### config.mk
export PLATFORM = sky130hd
export DESIGN_NAME = ppu_pipe_ctrl_flat
export DESIGN_NICKNAME = d
export VERILOG_FILES = /design/src/rtl/ppu_pipe_ctrl_if.sv /design/src/rtl/ppu_pipe_ctrl.sv /design/src/flat_wrapper.sv
export SDC_FILE = /design/constraint.sdc
export NUM_CORES = 1
export LEC_CHECK = 0
export CAP_MARGIN = 0
export CELL_PAD_IN_SITES_DETAIL_PLACEMENT = 0
export CELL_PAD_IN_SITES_GLOBAL_PLACEMENT = 1
export CORE_MARGIN = 10
export CORE_UTILIZATION = 34
export DETAILED_ROUTE_END_ITERATION = 10
export PLACE_DENSITY_LB_ADDON = 0.1
export SKIP_CTS_REPAIR_TIMING = 1
export SYNTH_ARGS = -nofsm -noshare
export SYNTH_HDL_FRONTEND = slang
export SYNTH_SLANG_ARGS = --single-unit
### constraint.sdc
create_clock -name clk -period 4.8 [get_ports clk]
set_clock_uncertainty 0.15 [all_clocks]
set_input_delay 1.44 -clock clk [delete_from_list [all_inputs] [get_ports clk]]
set_output_delay 1.44 -clock clk [all_outputs]
set_load 0.02 [all_outputs]
### src/rtl/ppu_pipe_ctrl_if.sv
// ppu_pipe_ctrl_if
// Handshake bundle between the PPU front end, the pipeline controller and
// the downstream consumer of finished operations.
//
//   valid_i  front end presents an operation
//   op       opcode tag of the presented operation
//   ready_o  controller accepts valid_i/op this cycle
//   flush_i  discard every in-flight operation
//   ready_i  downstream accepts the output-stage operation
//   valid_o  output stage holds a valid operation
//   op_o     opcode tag of the output-stage operation (0 when not valid)
//
// Modports: slave = the controller, master = the surrounding environment.
interface ppu_pipe_ctrl_if #(
    parameter int OP_SIZE = 3
);
    logic               valid_i;
    logic [OP_SIZE-1:0] op;
    logic               ready_o;
    logic               flush_i;
    logic               ready_i;
    logic               valid_o;
    logic [OP_SIZE-1:0] op_o;

    modport master (
        output valid_i,
        output op,
        output flush_i,
        output ready_i,
        input  ready_o,
        input  valid_o,
        input  op_o
    );

    modport slave (
        input  valid_i,
        input  op,
        input  flush_i,
        input  ready_i,
        output ready_o,
        output valid_o,
        output op_o
    );
endinterface

### src/rtl/ppu_pipe_ctrl.sv
// ppu_pipe_ctrl
// Pipeline control unit for the PPU datapath. Tracks a valid bit and an
// opcode tag per stage of an N_STAGES-deep global-stall shift register and
// produces the stage enables / stage valids that gate the datapath registers.
// Downstream backpressure freezes the whole pipe; flush drops everything.
//
// Ports:
//   clk            rising-edge clock
//   rst            synchronous active-high reset
//   bus            handshake bundle (slave side), see ppu_pipe_ctrl_if
//   stage_en_o     per-stage register enable for the datapath
//   stage_valid_o  per-stage valid bits, bit 0 is the input stage
//   stall_o        pipeline frozen by backpressure
//   in_flight_o    number of valid stages
//   idle_o         no operation in flight
module ppu_pipe_ctrl #(
    parameter  int N_STAGES = 3,
    parameter  int OP_SIZE  = 3,
    localparam int CNT_W    = $clog2(N_STAGES + 1)
) (
    input  logic                clk,
    input  logic                rst,
    ppu_pipe_ctrl_if.slave      bus,
    output logic [N_STAGES-1:0] stage_en_o,
    output logic [N_STAGES-1:0] stage_valid_o,
    output logic                stall_o,
    output logic [CNT_W-1:0]    in_flight_o,
    output logic                idle_o
);

    typedef enum logic [1:0] {
        IDLE = 2'd0,
        RUN  = 2'd1,
        HOLD = 2'd2
    } state_t;

    logic [N_STAGES-1:0] v_q;
    logic [N_STAGES-1:0] v_d;
    logic [OP_SIZE-1:0]  tag_q [N_STAGES];
    logic [OP_SIZE-1:0]  tag_d [N_STAGES];
    logic [CNT_W-1:0]    cnt_q;
    logic [CNT_W-1:0]    cnt_d;
    state_t              state_q;
    state_t              state_d;
    logic                adv;

    // The only reason to freeze is a valid output-stage op the consumer
    // refuses; with no bubble collapsing every stage moves together.
    assign adv = !(v_q[N_STAGES-1] && !bus.ready_i);

    // Next stage contents. Flush wipes the valid bits (and drops any
    // same-cycle input) but leaves tags alone since they are don't-care
    // whenever their valid bit is low.
    always_comb begin
        v_d = v_q;
        for (int k = 0; k < N_STAGES; k++) begin
            tag_d[k] = tag_q[k];
        end
        if (bus.flush_i) begin
            v_d = '0;
        end else if (adv) begin
            v_d[0]   = bus.valid_i;
            tag_d[0] = bus.op;
            for (int k = 1; k < N_STAGES; k++) begin
                v_d[k]   = v_q[k-1];
                tag_d[k] = tag_q[k-1];
            end
        end
    end

    // Counting the next valid vector keeps the registered count in step
    // with stage_valid_o every cycle.
    always_comb begin
        cnt_d = '0;
        for (int k = 0; k < N_STAGES; k++) begin
            cnt_d = cnt_d + CNT_W'(v_d[k]);
        end
    end

    always_ff @(posedge clk) begin
        if (rst) begin
            v_q   <= '0;
            cnt_q <= '0;
            for (int k = 0; k < N_STAGES; k++) begin
                tag_q[k] <= '0;
            end
        end else begin
            v_q   <= v_d;
            cnt_q <= cnt_d;
            for (int k = 0; k < N_STAGES; k++) begin
                tag_q[k] <= tag_d[k];
            end
        end
    end

    // Status FSM: state register.
    always_ff @(posedge clk) begin
        if (rst) begin
            state_q <= IDLE;
        end else begin
            state_q <= state_d;
        end
    end

    // Status FSM: next state. IDLE is entered exactly when the next valid
    // vector is empty, so idle_o always agrees with in_flight_o == 0.
    always_comb begin
        state_d = state_q;
        if (bus.flush_i) begin
            state_d = IDLE;
        end else begin
            unique case (state_q)
                IDLE: begin
                    if (v_d != '0) begin
                        state_d = RUN;
                    end
                end
                RUN: begin
                    if (!adv) begin
                        state_d = HOLD;
                    end else if (v_d == '0) begin
                        state_d = IDLE;
                    end
                end
                HOLD: begin
                    if (adv) begin
                        state_d = (v_d == '0) ? IDLE : RUN;
                    end
                end
                default: begin
                    state_d = IDLE;
                end
            endcase
        end
    end

    // Status FSM: outputs. Stall and ready follow ready_i combinationally so
    // the front end sees backpressure in the same cycle it arises.
    always_comb begin
        idle_o      = (state_q == IDLE);
        stall_o     = !adv;
        bus.ready_o = adv;
    end

    assign stage_en_o    = {N_STAGES{adv}};
    assign stage_valid_o = v_q;
    assign in_flight_o   = cnt_q;
    assign bus.valid_o   = v_q[N_STAGES-1];
    assign bus.op_o      = v_q[N_STAGES-1] ? tag_q[N_STAGES-1] : '0;

endmodule

### src/flat_wrapper.sv
// flat-port wrapper written by rule: the top's interface ports become plain ports
module ppu_pipe_ctrl_flat 
#(
    parameter  int N_STAGES = 3,
    parameter  int OP_SIZE  = 3,
    localparam int CNT_W    = $clog2(N_STAGES + 1)
)
  (clk, rst, stage_en_o, stage_valid_o, stall_o, in_flight_o, idle_o, bus_valid_i, bus_op, bus_flush_i, bus_ready_i, bus_ready_o, bus_valid_o, bus_op_o);
  ppu_pipe_ctrl_if #(.OP_SIZE(OP_SIZE)) bus_i ();
  input  logic clk;
  input  logic rst;
  output logic [N_STAGES-1:0] stage_en_o;
  output logic [N_STAGES-1:0] stage_valid_o;
  output logic stall_o;
  output logic [CNT_W-1:0] in_flight_o;
  output logic idle_o;
  input wire logic [$bits(bus_i.valid_i)-1:0] bus_valid_i;
  input wire logic [$bits(bus_i.op)-1:0] bus_op;
  input wire logic [$bits(bus_i.flush_i)-1:0] bus_flush_i;
  input wire logic [$bits(bus_i.ready_i)-1:0] bus_ready_i;
  output wire logic [$bits(bus_i.ready_o)-1:0] bus_ready_o;
  output wire logic [$bits(bus_i.valid_o)-1:0] bus_valid_o;
  output wire logic [$bits(bus_i.op_o)-1:0] bus_op_o;
  assign bus_i.valid_i = bus_valid_i;
  assign bus_i.op = bus_op;
  assign bus_i.flush_i = bus_flush_i;
  assign bus_i.ready_i = bus_ready_i;
  assign bus_ready_o = bus_i.ready_o;
  assign bus_valid_o = bus_i.valid_o;
  assign bus_op_o = bus_i.op_o;
  ppu_pipe_ctrl #(.N_STAGES(N_STAGES), .OP_SIZE(OP_SIZE)) u_core (.clk(clk), .rst(rst), .bus(bus_i), .stage_en_o(stage_en_o), .stage_valid_o(stage_valid_o), .stall_o(stall_o), .in_flight_o(in_flight_o), .idle_o(idle_o));
endmodule
==> impl_metrics.env <==
export IMPL_irDropWorstVdd_uv=212
export IMPL_drt_pass1_iter_count=4
export IMPL_die_x_um=65.2
export IMPL_diodes=0
export IMPL_numCtsBuffers=3
export IMPL_ys_seq_elements=16
export IMPL_place_inst=119
export IMPL_path_max_fanout=6
export IMPL_grt_busiest_layer="met2"
export IMPL_p_leak_nw=0.351
export IMPL_post_drt_wl_per_cell_um=13.0
export IMPL_yosysWarningCount=0
export IMPL_ios=23
export IMPL_pwr_share_comb_pct=9.7
export IMPL_crit_family="buffers and inverters"
export IMPL_crit_chain="clkdlybuf4s50_1 -> nor2b_4 -> clkdlybuf4s50_1"
export IMPL_report_final_hold_viol_count=0
export IMPL_tightestPinTransition_ns=0.431
export IMPL_num_fill_cells=205
export IMPL_grt_pass1_vias=578
export IMPL_critPathBufInv=2
export IMPL_p_sw_share_pct=22.7
export IMPL_cts_clk_slew_worst_paths_ns=0.10
export IMPL_dpl_hpwl_um=1190
export IMPL_place_congestion=0.689
export IMPL_drive_gt1_share_pct=10.4
export IMPL_p_per_area_nw_per_um2=269
export IMPL_cpPeakStageDelay_ns=0.64
export IMPL_grt_start_max_net_pins=15
export IMPL_drtAntennaViolNets=0
export IMPL_critPathRequiredTime_ns=3.21
export IMPL_use_met1_pct=9.52
export IMPL_die_area_um2=4240
export IMPL_hold_path_class="reg -> reg"
export IMPL_nets=106
export IMPL_ys_types=22
export IMPL_viasPerCell=4.60
export IMPL_design_area_um2=937
export IMPL_finalMaxSlewViolations=0
export IMPL_tns_ns=0
export IMPL_syn_area_um2=693
export IMPL_core_um2=1940
export IMPL_power_switching_mw=0.0572
export IMPL_cts_tree="yes"
export IMPL_min_period_over_period_pct=89.8
export IMPL_grt_antenna_before_repair=0
export IMPL_p_clk_share_pct=35.2
export IMPL_ys_seq_area_share_pct=46.2
export IMPL_gr_total_overflow=0
export IMPL_syn_num_nets=85
export IMPL_track_usage_pct=7.90
export IMPL_met3_usage_pct=4.75
export IMPL_syn_avg_cell_area_um2=9.12
export IMPL_drtIter0Drc=20
export IMPL_critPathKind="in -> out"
export IMPL_crit_path_frequent_cell="clkdlybuf4s50_1"
export IMPL_route_detailed_drc=0
export IMPL_initial_core_util_pct=35.7
export IMPL_critPathSlowestCell="clkdlybuf4s50_1"
export IMPL_outcome="finished clean"
export IMPL_use_met2_pct=12.2
export IMPL_post_route_min_period_ns=4.31
export IMPL_worstSkewPairLatency_ns=0.28
export IMPL_relSlewSlack_pct=71.2
export IMPL_internal_power_mw=0.195
export IMPL_cts_sinks=16
export IMPL_start_kind="input port"
export IMPL_io_buffers=22
export IMPL_clockRootBuffer="clkbuf_4"
export IMPL_cp_arrival_ns=2.72
export IMPL_area_delta_synth_final_pct=35.2
export IMPL_rsz0062_at_grt="no"
export IMPL_vias=566
export IMPL_final_common_cell="clkdlybuf4s50_1"
export IMPL_die_h_um=65.2
export IMPL_layout_common_cells="22 x clkdlybuf4s50_1, 16 x dfxtp_1, 9 x nand3_1, 9 x o21ai_0, 9 x a21oi_1"
export IMPL_grt_pass1_wl_um=2770
export IMPL_max_freq_mhz=232
export IMPL_finalSetupViolCount=0
export IMPL_worstSetupEndpointType="output port"
export IMPL_place_area_um2=901
export IMPL_h_tree_depth=1
export IMPL_max_clock_path_buffers=2
export IMPL_layout_cells_non_filler=123
export IMPL_syn_inst=76
export IMPL_pwr_share_seq_pct=55.1
export IMPL_wirelength_um=1600
export IMPL_rows=16
export IMPL_drv_cap=0
final timing paths:
path | from | to | slack (ns) | cells after the start
max reg2reg | u_core.stage_valid_o[2] | u_core.in_flight_o[0] | 2.69 | 7
min | u_core.tag_q[0][2] | u_core.tag_q[0][5] | 0.31 | 2
max | bus_ready_i | stall_o | 0.49 | 3
min reg2reg | u_core.tag_q[0][2] | u_core.tag_q[0][5] | 0.31 | 2
flip-flops by register name (all words and copies together) (netlist names):
| signal | flops |
|---|---|
| u_core.in_flight_o | 2 |
| u_core.stage_valid_o | 3 |
| u_core.state_q | 2 |
| u_core.tag_q | 9 |
power groups by stage:
stage	Clock [mW]	Sequential (mW)	Combinational, mW
after floorplan	0	0.143	0.0115
after global placement	0	0.142	0.0246
after detailed placement	0	0.142	0.0248
after CTS	0.0931	0.139	0.0248
after global routing	0.0998	0.140	0.0271
final	0.0889	0.139	0.0244
cells in the mapped netlist:
| master | number | area, µm² |
|---|---|---|
| a21oi_1 | 9 | 45.0 |
| xnor2_1 | 1 | 8.76 |
| nor3_1 | 1 | 5.00 |
| nand3_1 | 9 | 45.0 |
| maj3_2 | 1 | 11.3 |
| and2_1 | 3 | 18.8 |
| buf_2 | 1 | 5.00 |
| or2_1 | 1 | 6.26 |
| fa_1 | 1 | 20.0 |
| clkinv_1 | 1 | 3.75 |
| dfxtp_1 | 16 | 320 |
| clkbuf_1 | 1 | 3.75 |
| buf_4 | 4 | 30.0 |
| nor2b_1 | 2 | 12.5 |
| mux2i_1 | 2 | 20.0 |
| buf_6 | 2 | 22.5 |
| inv_2 | 1 | 3.75 |
| nor2_1 | 8 | 30.0 |
| o21ai_0 | 9 | 45.0 |
| nor2b_4 | 1 | 13.8 |
| nor4_1 | 1 | 6.26 |
| nor3_4 | 1 | 16.3 |
kinds of logic (layout without fill, tap and decap cells):
logic type      Yosys count  after routing  synth area share (%)
simple gates             27             27                  22.2
compound gates           18             18                  13.0
flops                    16             16                  46.2
buf+inv                  10             30                  9.93
fa+ha+maj                 2              2                  4.51
mux                       2              2                  2.89
xor+xnor                  1              1                  1.26
worst reg2reg max path, delay by kind of cell, from the launching register on:
kind	cells	cell delay, ns
fa+ha+maj	1	0.48
mux	1	0.21
flops	1	0.41
buf+inv	2	0.27
simple gates	3	0.47
per-stage QoR:
stage | power (mW) | worst slack, ns | hold WS, ns | utilization [%]
after floorplan | 0.154 | 1.24 | 0.290 | -
after global placement | 0.166 | 0.471 | 0.302 | 46.4
after detailed placement | 0.167 | 0.472 | 0.305 | 46.4
after CTS | 0.257 | 0.473 | 0.315 | 48.3
after global routing | 0.266 | 0.453 | 0.346 | 48.3
final | 0.252 | 0.492 | 0.314 | 48.3
metal layers:
layer / share of wire [%] / vias to the layer above
met4: 0 / 0
met3: 8.1 / 0
met1: 47 / 255
met2: 45 / 19
met5: 0 / -
li1: - / 292
area by class of cell:
cell class | count | area (µm²) | area share (%)
tap | 27 | 33.8 | 3.60
inverter | 2 | 7.51 | 0.801
clock buffer | 4 | 36.3 | 3.87
timing repair buffer | 24 | 235 | 25.1
multi-input combinational | 50 | 304 | 32.4
sequential | 16 | 320 | 34.2
Power figures use the tool's default switching activity.
